**config.mk**
```make
export PLATFORM = sky130hd
export DESIGN_NAME = serial_pattern_tx
export DESIGN_NICKNAME = d
export VERILOG_FILES = /design/src/rtl/serial_pattern_tx_pkg.sv /design/src/rtl/serial_pattern_tx_shreg.sv /design/src/rtl/serial_pattern_tx.sv
export SDC_FILE = /design/constraint.sdc
export NUM_CORES = 1
export LEC_CHECK = 0
export ABC_CLOCK_PERIOD_IN_PS = 1840
export CORE_MARGIN = 2
export CORE_UTILIZATION = 48
export DETAILED_ROUTE_END_ITERATION = 10
export HOLD_SLACK_MARGIN = 0.03
export PLACE_DENSITY_LB_ADDON = 0.15
export SLEW_MARGIN = 20
export SYNTH_ARGS = -nofsm -noshare
export SYNTH_HDL_FRONTEND = slang
export SYNTH_SLANG_ARGS = --single-unit
```
**constraint.sdc**
```tcl
create_clock -name clk -period 1.84 [get_ports clk]
set_clock_uncertainty 0.1 [all_clocks]
set_input_delay 0.552 -clock clk [delete_from_list [all_inputs] [get_ports clk]]
set_output_delay 0.552 -clock clk [all_outputs]
set_load 0.02 [all_outputs]
```
**src/rtl/serial_pattern_tx_pkg.sv**
```systemverilog
// Shared definitions for the serial pattern transmitter: FSM state encodings,
// default widths and a counter-width helper.
package serial_pattern_tx_pkg;

  localparam int PAT_W_DEF   = 8;
  localparam int CNT_W_DEF   = 4;
  localparam int GAP_CYC_DEF = 2;

  typedef enum logic [2:0] {
    ST_IDLE   = 3'd0,
    ST_SHIFT  = 3'd1,
    ST_PARITY = 3'd2,
    ST_GAP    = 3'd3,
    ST_DONE   = 3'd4
  } state_e;

  // Width of a counter that must hold 0..n-1; never narrower than one bit.
  function automatic int cnt_width(input int n);
    return (n > 1) ? $clog2(n) : 1;
  endfunction

endpackage

```
**src/rtl/serial_pattern_tx_shreg.sv**
```systemverilog
// Loadable PAT_W shift register: parallel load, shift-left with zero fill,
// serial MSB out. Holds the XOR-reduce of the last load when
// SERIAL_PATTERN_TX_PARITY_EN is defined.
module serial_pattern_tx_shreg #(
  parameter int PAT_W = 8
) (
  input  logic             clk,
  input  logic             reset,
  input  logic             i_load,
  input  logic [PAT_W-1:0] i_data,
`ifdef SERIAL_PATTERN_TX_PARITY_EN
  output logic             o_parity,
`endif
  output logic             o_msb
);

  logic [PAT_W-1:0] r_sr;

  // NOTE: sequential state uses non-blocking assignments so every flop samples
  // the pre-edge values of its neighbours, independent of block ordering.
  always_ff @(posedge clk or posedge reset) begin
    if (reset) begin
      r_sr <= '0;
    end else if (i_load) begin
      r_sr <= i_data;
    end else begin
      r_sr <= {r_sr[PAT_W-2:0], 1'b0};
    end
  end

  assign o_msb = r_sr[PAT_W-1];

`ifdef SERIAL_PATTERN_TX_PARITY_EN
  logic r_parity;

  // Loading {parity, zeros} re-captures the same parity, so it stays stable.
  always_ff @(posedge clk or posedge reset) begin
    if (reset) begin
      r_parity <= 1'b0;
    end else if (i_load) begin
      r_parity <= ^i_data;
    end
  end

  assign o_parity = r_parity;
`endif

endmodule

```
**src/rtl/serial_pattern_tx.sv**
```systemverilog
// Serial bit-pattern transmitter: sends a captured pattern MSB-first REPEAT
// times with idle-zero gaps. Optional even-parity bit: SERIAL_PATTERN_TX_PARITY_EN.
module serial_pattern_tx
  import serial_pattern_tx_pkg::*;
#(
  parameter int PAT_W   = PAT_W_DEF,
  parameter int CNT_W   = CNT_W_DEF,
  parameter int GAP_CYC = GAP_CYC_DEF
) (
  input  logic             clk,
  input  logic             reset,
  input  logic             start,
  input  logic [PAT_W-1:0] pattern,
  input  logic [CNT_W-1:0] repeat_cnt,
  output logic             out,
  output logic             out_valid,
  output logic             busy,
  output logic             done
);

  localparam int BIT_W    = cnt_width(PAT_W);
  localparam int GAP_W    = cnt_width(GAP_CYC);
  localparam int GAP_LAST = (GAP_CYC > 0) ? GAP_CYC - 1 : 0;

  state_e           r_state;
  logic [PAT_W-1:0] r_pattern;
  logic [CNT_W-1:0] r_frames;
  logic [BIT_W-1:0] r_bit_cnt;
  logic [GAP_W-1:0] r_gap_cnt;
  logic             r_valid;
  logic             r_busy;
  logic             r_done;

  logic             w_accept;
  logic             w_last_bit;
  logic             w_frame_end;
  logic             w_more;
  logic             w_gap_end;
  logic             w_reload;
  logic             w_load;
  logic [PAT_W-1:0] w_load_data;
  logic             w_msb;

  assign w_accept   = ((r_state == ST_IDLE) || (r_state == ST_DONE)) && start;
  assign w_last_bit = (r_state == ST_SHIFT) && (r_bit_cnt == BIT_W'(PAT_W - 1));
  assign w_more     = (r_frames > CNT_W'(1));
  assign w_gap_end  = (r_state == ST_GAP) && (r_gap_cnt == GAP_W'(GAP_LAST));
  assign w_reload   = (w_frame_end && w_more && (GAP_CYC == 0)) || w_gap_end;

`ifdef SERIAL_PATTERN_TX_PARITY_EN
  logic w_parity;
  assign w_frame_end = (r_state == ST_PARITY);
`else
  assign w_frame_end = w_last_bit;
`endif

  // The shift register itself is the `out` flop; it drains to zero whenever it
  // is not reloaded, which keeps the line low in GAP, DONE and IDLE.
  // NOTE: every always_comb output gets a default first so no path can infer a latch.
  always_comb begin
    w_load      = 1'b0;
    w_load_data = r_pattern;
    if (w_accept) begin
      w_load      = 1'b1;
      w_load_data = pattern;
    end else if (w_reload) begin
      w_load      = 1'b1;
`ifdef SERIAL_PATTERN_TX_PARITY_EN
    end else if (w_last_bit) begin
      w_load      = 1'b1;
      w_load_data = {w_parity, {(PAT_W-1){1'b0}}};
`endif
    end
  end

  serial_pattern_tx_shreg #(
    .PAT_W (PAT_W)
  ) u_shreg (
    .clk      (clk),
    .reset    (reset),
    .i_load   (w_load),
    .i_data   (w_load_data),
`ifdef SERIAL_PATTERN_TX_PARITY_EN
    .o_parity (w_parity),
`endif
    .o_msb    (w_msb)
  );

  always_ff @(posedge clk or posedge reset) begin
    if (reset) begin
      r_state   <= ST_IDLE;
      r_pattern <= '0;
      r_frames  <= '0;
      r_bit_cnt <= '0;
      r_gap_cnt <= '0;
      r_valid   <= 1'b0;
      r_busy    <= 1'b0;
      r_done    <= 1'b0;
    end else begin
      r_done <= 1'b0;
      case (r_state)
        ST_IDLE, ST_DONE: begin
          r_valid <= 1'b0;
          r_busy  <= 1'b0;
          r_state <= ST_IDLE;
          if (start) begin
            r_pattern <= pattern;
            r_frames  <= (repeat_cnt == '0) ? CNT_W'(1) : repeat_cnt;
            r_bit_cnt <= '0;
            r_gap_cnt <= '0;
            r_valid   <= 1'b1;
            r_busy    <= 1'b1;
            r_state   <= ST_SHIFT;
          end
        end
        ST_SHIFT: begin
          if (w_last_bit) begin
            r_bit_cnt <= '0;
`ifdef SERIAL_PATTERN_TX_PARITY_EN
            r_state   <= ST_PARITY;
`endif
          end else begin
            r_bit_cnt <= r_bit_cnt + BIT_W'(1);
          end
        end
`ifdef SERIAL_PATTERN_TX_PARITY_EN
        ST_PARITY: begin
          r_state <= ST_PARITY;
        end
`endif
        ST_GAP: begin
          if (w_gap_end) begin
            r_gap_cnt <= '0;
            r_valid   <= 1'b1;
            r_state   <= ST_SHIFT;
          end else begin
            r_gap_cnt <= r_gap_cnt + GAP_W'(1);
          end
        end
        default: begin
          r_valid <= 1'b0;
          r_busy  <= 1'b0;
          r_state <= ST_IDLE;
        end
      endcase

      // Frame-end routing overrides the per-state defaults above.
      if (w_frame_end) begin
        r_frames <= r_frames - CNT_W'(1);
        if (w_more) begin
          if (GAP_CYC > 0) begin
            r_valid <= 1'b0;
            r_state <= ST_GAP;
          end else begin
            r_state <= ST_SHIFT;
          end
        end else begin
          r_valid <= 1'b0;
          r_busy  <= 1'b0;
          r_done  <= 1'b1;
          r_state <= ST_DONE;
        end
      end
    end
  end

  assign out       = w_msb;
  assign out_valid = r_valid;
  assign busy      = r_busy;
  assign done      = r_done;

endmodule

```
Word-level counts from Yosys, hierarchy flattened
Cells that the tools add are included.
{"block": "totals", "register_bits": 30, "output_inout_bits": 4, "wordCells": 65}
{"block": "classes", "add_sub_neg": 3, "n_lt_le_gt_ge": 1, "eq_ne": 7, "muxes": 28, "reduce_logical": 17}
{"op": "2-to-1 mux 4 bit", "n": 4}
{"op": "2-to-1 mux 8 bit", "n": 2}
{"op": "2-to-1 mux 3 bit", "n": 5}
{"op": "2-to-1 mux 1 bit", "n": 12}
{"op": "AND reduction 2 bit", "n": 5}
{"op": "one-hot mux 3 bit (3 select lines)", "n": 1}
{"op": "nonzero test 2 bit", "n": 4}
{"op": "== test 3 bit (second input constant)", "n": 2}
{"op": "one-hot mux 3 bit (2 select lines)", "n": 1}
{"op": "> comparator 4 x 1 -> 1 bit (second input constant)", "n": 1}
{"op": "logical NOT 4 bit", "n": 1}
{"op": "inequality test 2 bit (second input constant)", "n": 2}
{"op": "one-hot mux 1 bit (2 select lines)", "n": 2}
{"op": "OR reduction 2 bit", "n": 2}
{"op": "subtractor 4 x 1 -> 4 bit (second input constant)", "n": 1}
{"op": "adder 3 x 1 -> 3 bit (second input constant)", "n": 1}
{"op": "== test 3 x 1 -> 1 bit (second input constant)", "n": 1}
{"op": "== test 3 x 2 -> 1 bit (second input constant)", "n": 1}
{"op": "logical AND 1 bit", "n": 3}
{"op": "logical NOT 3 bit", "n": 1}
{"op": "inequality test 3 bit (second input constant)", "n": 1}
{"op": "one-hot mux 1 bit (3 select lines)", "n": 1}
{"op": "adder 1 bit (second input constant)", "n": 1}
{"op": "logical OR 1 bit", "n": 1}

Logic depth before layout (Yosys ltp)
Gate-level depths: netlist of run 1.
{"block": "logic_depth", "ltp_word": 5, "mapped_depth": 6, "depth_no_buf": 5}

Hierarchy
Synthesis of run 1 repeated with hierarchy kept, for this count alone.
{"block": "hier_totals", "cells_unflattened": 124, "area_unflattened_um2": 1386.3}
{"mod": "serial_pattern_tx", "instances": 1, "cells_per_inst": 106, "area_per_inst_um2": 1058.5, "seq_area_each_um2": 550.5}
{"mod": "serial_pattern_tx_shreg", "instances": 1, "cells_per_inst": 18, "area_per_inst_um2": 327.8, "seq_area_each_um2": 200.2}

Worst setup path before layout of run 1
No wires, ideal clock.
{"block": "synth_timing", "path_type": "input-to-reg", "startpoint": "in start", "endpoint": "reg u_shreg.r_sr[3]", "setup_ns": 0.125, "t_arrival_ns": 1.693, "t_required_ns": 1.615, "slack_ns": -0.078, "cell_stages": 5, "cell_sequence": "or3b_1 -> buf_6 -> buf_8 -> mux2_4 -> mux2_4"}
{"block": "synth_via", "elab_chain_cells": 3}
{"element": "from (decl)", "line": "serial_pattern_tx.sv:12", "text": "input logic start,"}
{"element": "logical AND 1 bit (*)", "line": "serial_pattern_tx.sv:44", "text": "assign w_accept = ((r_state == ST_IDLE) || (r_state == ST_DONE)) && start;"}
{"element": "2-to-1 mux 8 bit / 2-to-1 mux 1 bit (equally long branches)", "line": "serial_pattern_tx.sv:63", "text": "if (w_accept) begin"}
{"element": "2-to-1 mux 8 bit (*)", "line": "serial_pattern_tx_shreg.sv:24", "text": "end else if (i_load) begin"}
{"element": "to (signal assigned)", "line": "serial_pattern_tx_shreg.sv:25", "text": "r_sr <= i_data;"}
{"element": "to (signal assigned)", "line": "serial_pattern_tx_shreg.sv:27", "text": "r_sr <= {r_sr[PAT_W-2:0], 1'b0};"}
{"element": "to (decl)", "line": "serial_pattern_tx_shreg.sv:17", "text": "logic [PAT_W-1:0] r_sr;"}
Mark *: on every way between the ends. The rest lies on a longest branch, timed or not.
A chain may end at the register's enable or synchronous reset.

Worst setup path after layout of run 1
{"block": "layout_timing", "startpoint": "reg r_state[1]", "endpoint": "reg u_shreg.r_sr[7]"}
{"block": "layout_via", "elab_chain_cells": 5}
{"element": "from (decl)", "line": "serial_pattern_tx.sv:25", "text": "state_e r_state;"}
{"element": "from (signal assigned)", "line": "serial_pattern_tx.sv:91", "text": "r_state <= ST_IDLE;"}
{"element": "from (signal assigned)", "line": "serial_pattern_tx.sv:105", "text": "r_state <= ST_IDLE;"}
{"element": "from (signal assigned)", "line": "serial_pattern_tx.sv:113", "text": "r_state <= ST_SHIFT;"}
{"element": "== test 3 x 2 -> 1 bit (tied with other cells)", "line": "serial_pattern_tx.sv:47", "text": "assign w_gap_end = (r_state == ST_GAP) && (r_gap_cnt == GAP_W'(GAP_LAST));"}
{"element": "logical AND 1 bit / logical OR 1 bit (equally long branches)", "line": "serial_pattern_tx.sv:47, serial_pattern_tx.sv:44"}
{"element": "2-to-1 mux 1 bit / logical AND 1 bit (equally long branches)", "line": "serial_pattern_tx.sv:66, serial_pattern_tx.sv:44"}
{"element": "2-to-1 mux 1 bit / 2-to-1 mux 8 bit (equally long branches)", "line": "serial_pattern_tx.sv:63"}
{"element": "2-to-1 mux 8 bit (*)", "line": "serial_pattern_tx_shreg.sv:24"}
Marked as above.

==> results.json, run 1 <==
{
  "synth-simple-area-share_pct": 10.8,
  "initial_core_util_pct": 50.3,
  "yosysWarnings": 0,
  "synthAdderAreaFrac_pct": 3.64,
  "ys_seq_area_share_pct": 54.6,
  "synth.ff_latch_count": 30,
  "peakVddDrop_mv": 0.685,
  "regArea_sq_um": 751,
  "synth-edff-count": 0,
  "pwr-share-seq_pct": 58.1,
  "maxCapViolCount": 0,
  "vias": 939,
  "p_sw_w": 0.000256,
  "slew_headroom_pct": 75.7,
  "dieWidth_um": 57.5,
  "dp_slack_ns": -0.519,
  "portBuffers": 18,
  "powerDensity_nw_per_um2": 655,
  "synth_area_sq_um": 1380,
  "crit_arrival_ns": 1.91,
  "grt_overflow": 0,
  "row_count": 19,
  "hp-start": "u_shreg.r_sr[1]",
  "grt_pass1_wl_um": 4440,
  "tightest_slew_ns": 0.365,
  "setup_violations": 0,
  "syn_area_per_cell_sq_um": 13.0,
  "finalCritPeriodShare_pct": 97.2,
  "hold_path.class": "flip-flop to flip-flop",
  "numCtsBuffers": 5,
  "synth_compound_area_share_pct": 10.8,
  "clkTransAtPathRegs_ns": 0.09,
  "chipHeight_um": 57.5,
  "period_minus_slack_ns": 1.79,
  "nets": 160,
  "internal_power_w": 0.000903,
  "final_cell_mix": "dfrtp_1 (30), buf_4 (14), clkdlybuf4s50_1 (13), mux2_4 (9)",
  "end_kind": "flip-flop",
  "fmax_mhz": 559,
  "multiInputGateArea_sq_um": 603,
  "numClockSinks": 30,
  "synthCells": 106,
  "cts_tree": "done",
  "final_common_cell": "dfrtp_1",
  "wl_um": 2600,
  "drive_gt1_share_pct": 31.7,
  "clk_path_buf_depth": 2,
  "grt_use_total_pct": 18.1,
  "synth_xor_xnor_area_share_pct": 0,
  "rsz0062_at_grt": "false",
  "hold_viol": 0,
  "layout_setup_ws_ns": 0.0512,
  "ys_async_sr_fraction_pct": 100,
  "r2r_slack_ns": 0.05,
  "whs_ns": 0.389,
  "reg2reg_from": "r_state[1]",
  "drv_slew": 0,
  "synthToLayoutAreaGrowth_pct": 28.7,
  "hpwlAfterDp_um": 1780,
  "holdPathStages": 1,
  "drc_errors": 0,
  "cts-root-buf": "clkbuf_4",
  "postRouteAntennaNets": 0,
  "dr.pass1.iters": 4,
  "avgRoutedWirePerCell_um": 15.1,
  "regToRegEndpoint": "u_shreg.r_sr[7]",
  "num-fill-cells": 206,
  "combPwrFrac_pct": 6.5,
  "clkPwrFrac_pct": 35.4,
  "synth_fp_nets": 125,
  "viasPerCell": 5.43,
  "dieArea_sq_um": 3310,
  "critPathRequiredTime_ns": 1.96,
  "r2r_cells": 4,
  "synth_cell_types": 35,
  "synth_top_family_by_area": "multiplexers",
  "yosys_most_used_dff": "dfrtp_1",
  "grt_max_degree": 31,
  "core_sq_um": 2730,
  "hold_path_end": "u_shreg.r_sr[2]",
  "p_sw_share_pct": 22.1,
  "diodes": 0,
  "htree_levels": 2,
  "cts-hold-fix-buffers": 0,
  "status": "finished clean",
  "path_class": "flip-flop to flip-flop",
  "insertion_delay_ns": 0.33,
  "antenna_found_initial": 0,
  "crit_path_max_fanout": 5,
  "power_leakage_nw": 0.840,
  "synth.area.mux_share_pct": 15.3,
  "io_pins": 19,
  "drtIter0Drc": 20,
  "start_kind": "flip-flop",
  "grt_pass1_vias": 987,
  "gp_congestion": 0.744
}
-- per-stage QoR --
step	instances	total power, W	utilization, %	setup TNS [ns]	instance area (sq um)
2_1_floorplan	106	0.000720	-	-0.350	1380
3_3_place_gp	163	0.000762	60.4	-7.32	1650
3_5_place_dp	163	0.000764	60.4	-7.84	1650
4_1_cts	172	0.00117	63.4	0	1730
5_1_grt	173	0.00122	64.7	0	1770
6_report	173	0.00116	64.7	0	1770
-- worst max-delay path by stage --
| stage | from | end | slack, ns | depth (start not counted) |
|---|---|---|---|---|
| floorplan | start | u_shreg.r_sr[3] | -0.08 | 5 |
| global placement | start | u_shreg.r_sr[4] | -0.49 | 5 |
| detailed placement | start | u_shreg.r_sr[6] | -0.52 | 5 |
| CTS | r_bit_cnt[1] | r_frames[3] | 0.005 | 6 |
| global route | r_state[1] | u_shreg.r_sr[7] | 0.0005 | 4 |
| finish | r_state[1] | u_shreg.r_sr[7] | 0.05 | 4 |
-- power groups by stage --
| stage | clock network, W | registers [W] | logic, W |
|---|---|---|---|
| final | 0.000410 | 0.000673 | 0.0000754 |
| after floorplan | 0 | 0.000686 | 0.0000334 |
| after global placement | 0 | 0.000685 | 0.0000760 |
| after CTS | 0.000422 | 0.000673 | 0.0000774 |
| after detailed placement | 0 | 0.000686 | 0.0000788 |
| after global routing | 0.000461 | 0.000674 | 0.0000842 |
-- worst max-delay path, cell delays in order (launching register included) --
cell and delay (ns):
dfrtp_1 0.46, or3b_4 0.41, buf_4 0.17, mux2_2 0.28, mux2_2 0.26
-- cells by family (layout without fill, tap and decap cells) --
logic type      after synthesis  in the layout
mux                          16             16
flops                        30             30
simple gates                 25             25
compound gates               19             19
fa+ha+maj                     4              4
buf+inv                      12             48
-- sequential cells by signal (all words and copies together), names as in the netlist --
register and count:
r_bit_cnt 3, busy 1, r_frames 4, r_gap_cnt 1, done 1, u_shreg.r_sr 8
r_state 3, r_pattern 8, out_valid 1
-- Yosys cell counts, drive strengths merged (2+ instances only) --
master	count	area (sq um)
nor3	2	10.0
mux2	16	210
nor3b	2	20.0
a21oi	3	15.0
nor2	5	18.8
nand3	3	15.0
nor4	2	12.5
a22o	2	17.5
inv	7	26.3
ha	4	50.1
nand2	3	11.3
nand2b	3	18.8
buf	4	36.3
dfrtp	30	751
o311ai	2	17.5
o211ai	3	22.5
-- per-layer routing --
layer | GRT usage [%] | vias to the layer above | share of wire (%)
met5 | 0 | - | 0
met3 | 7.71 | 2 | 4.3
li1 | - | 451 | -
met4 | 5.98 | 0 | 0.54
met2 | 25.6 | 15 | 49
met1 | 25.2 | 471 | 46
-- what timing repair did --
action                     in CTS  in global routing
cloned                          1                  0
resized for setup              10                  6
pin swaps                       1                  3
setup buffers                   0                  1
setup endpoints to repair      14                  2
-- cell type report --
cell class                      count  share of cell area (%)
Sequential cell                    30                    42.4
Clock inverter                      1                   0.283
Clock buffer                        7                    3.11
Multi-Input combinational cell     64                    34.1
Inverter                            7                    1.49
Tap cell                           31                    2.19
Timing Repair Buffer               33                    16.4
No activity file was read; power rests on OpenSTA's default activity.
==> run 2: changes to the inputs <==
Settings changed: SLEW_MARGIN 20 to 10.
==> results of run 2 <==
Final layout, timing and power as in run 1 (identical DEF).
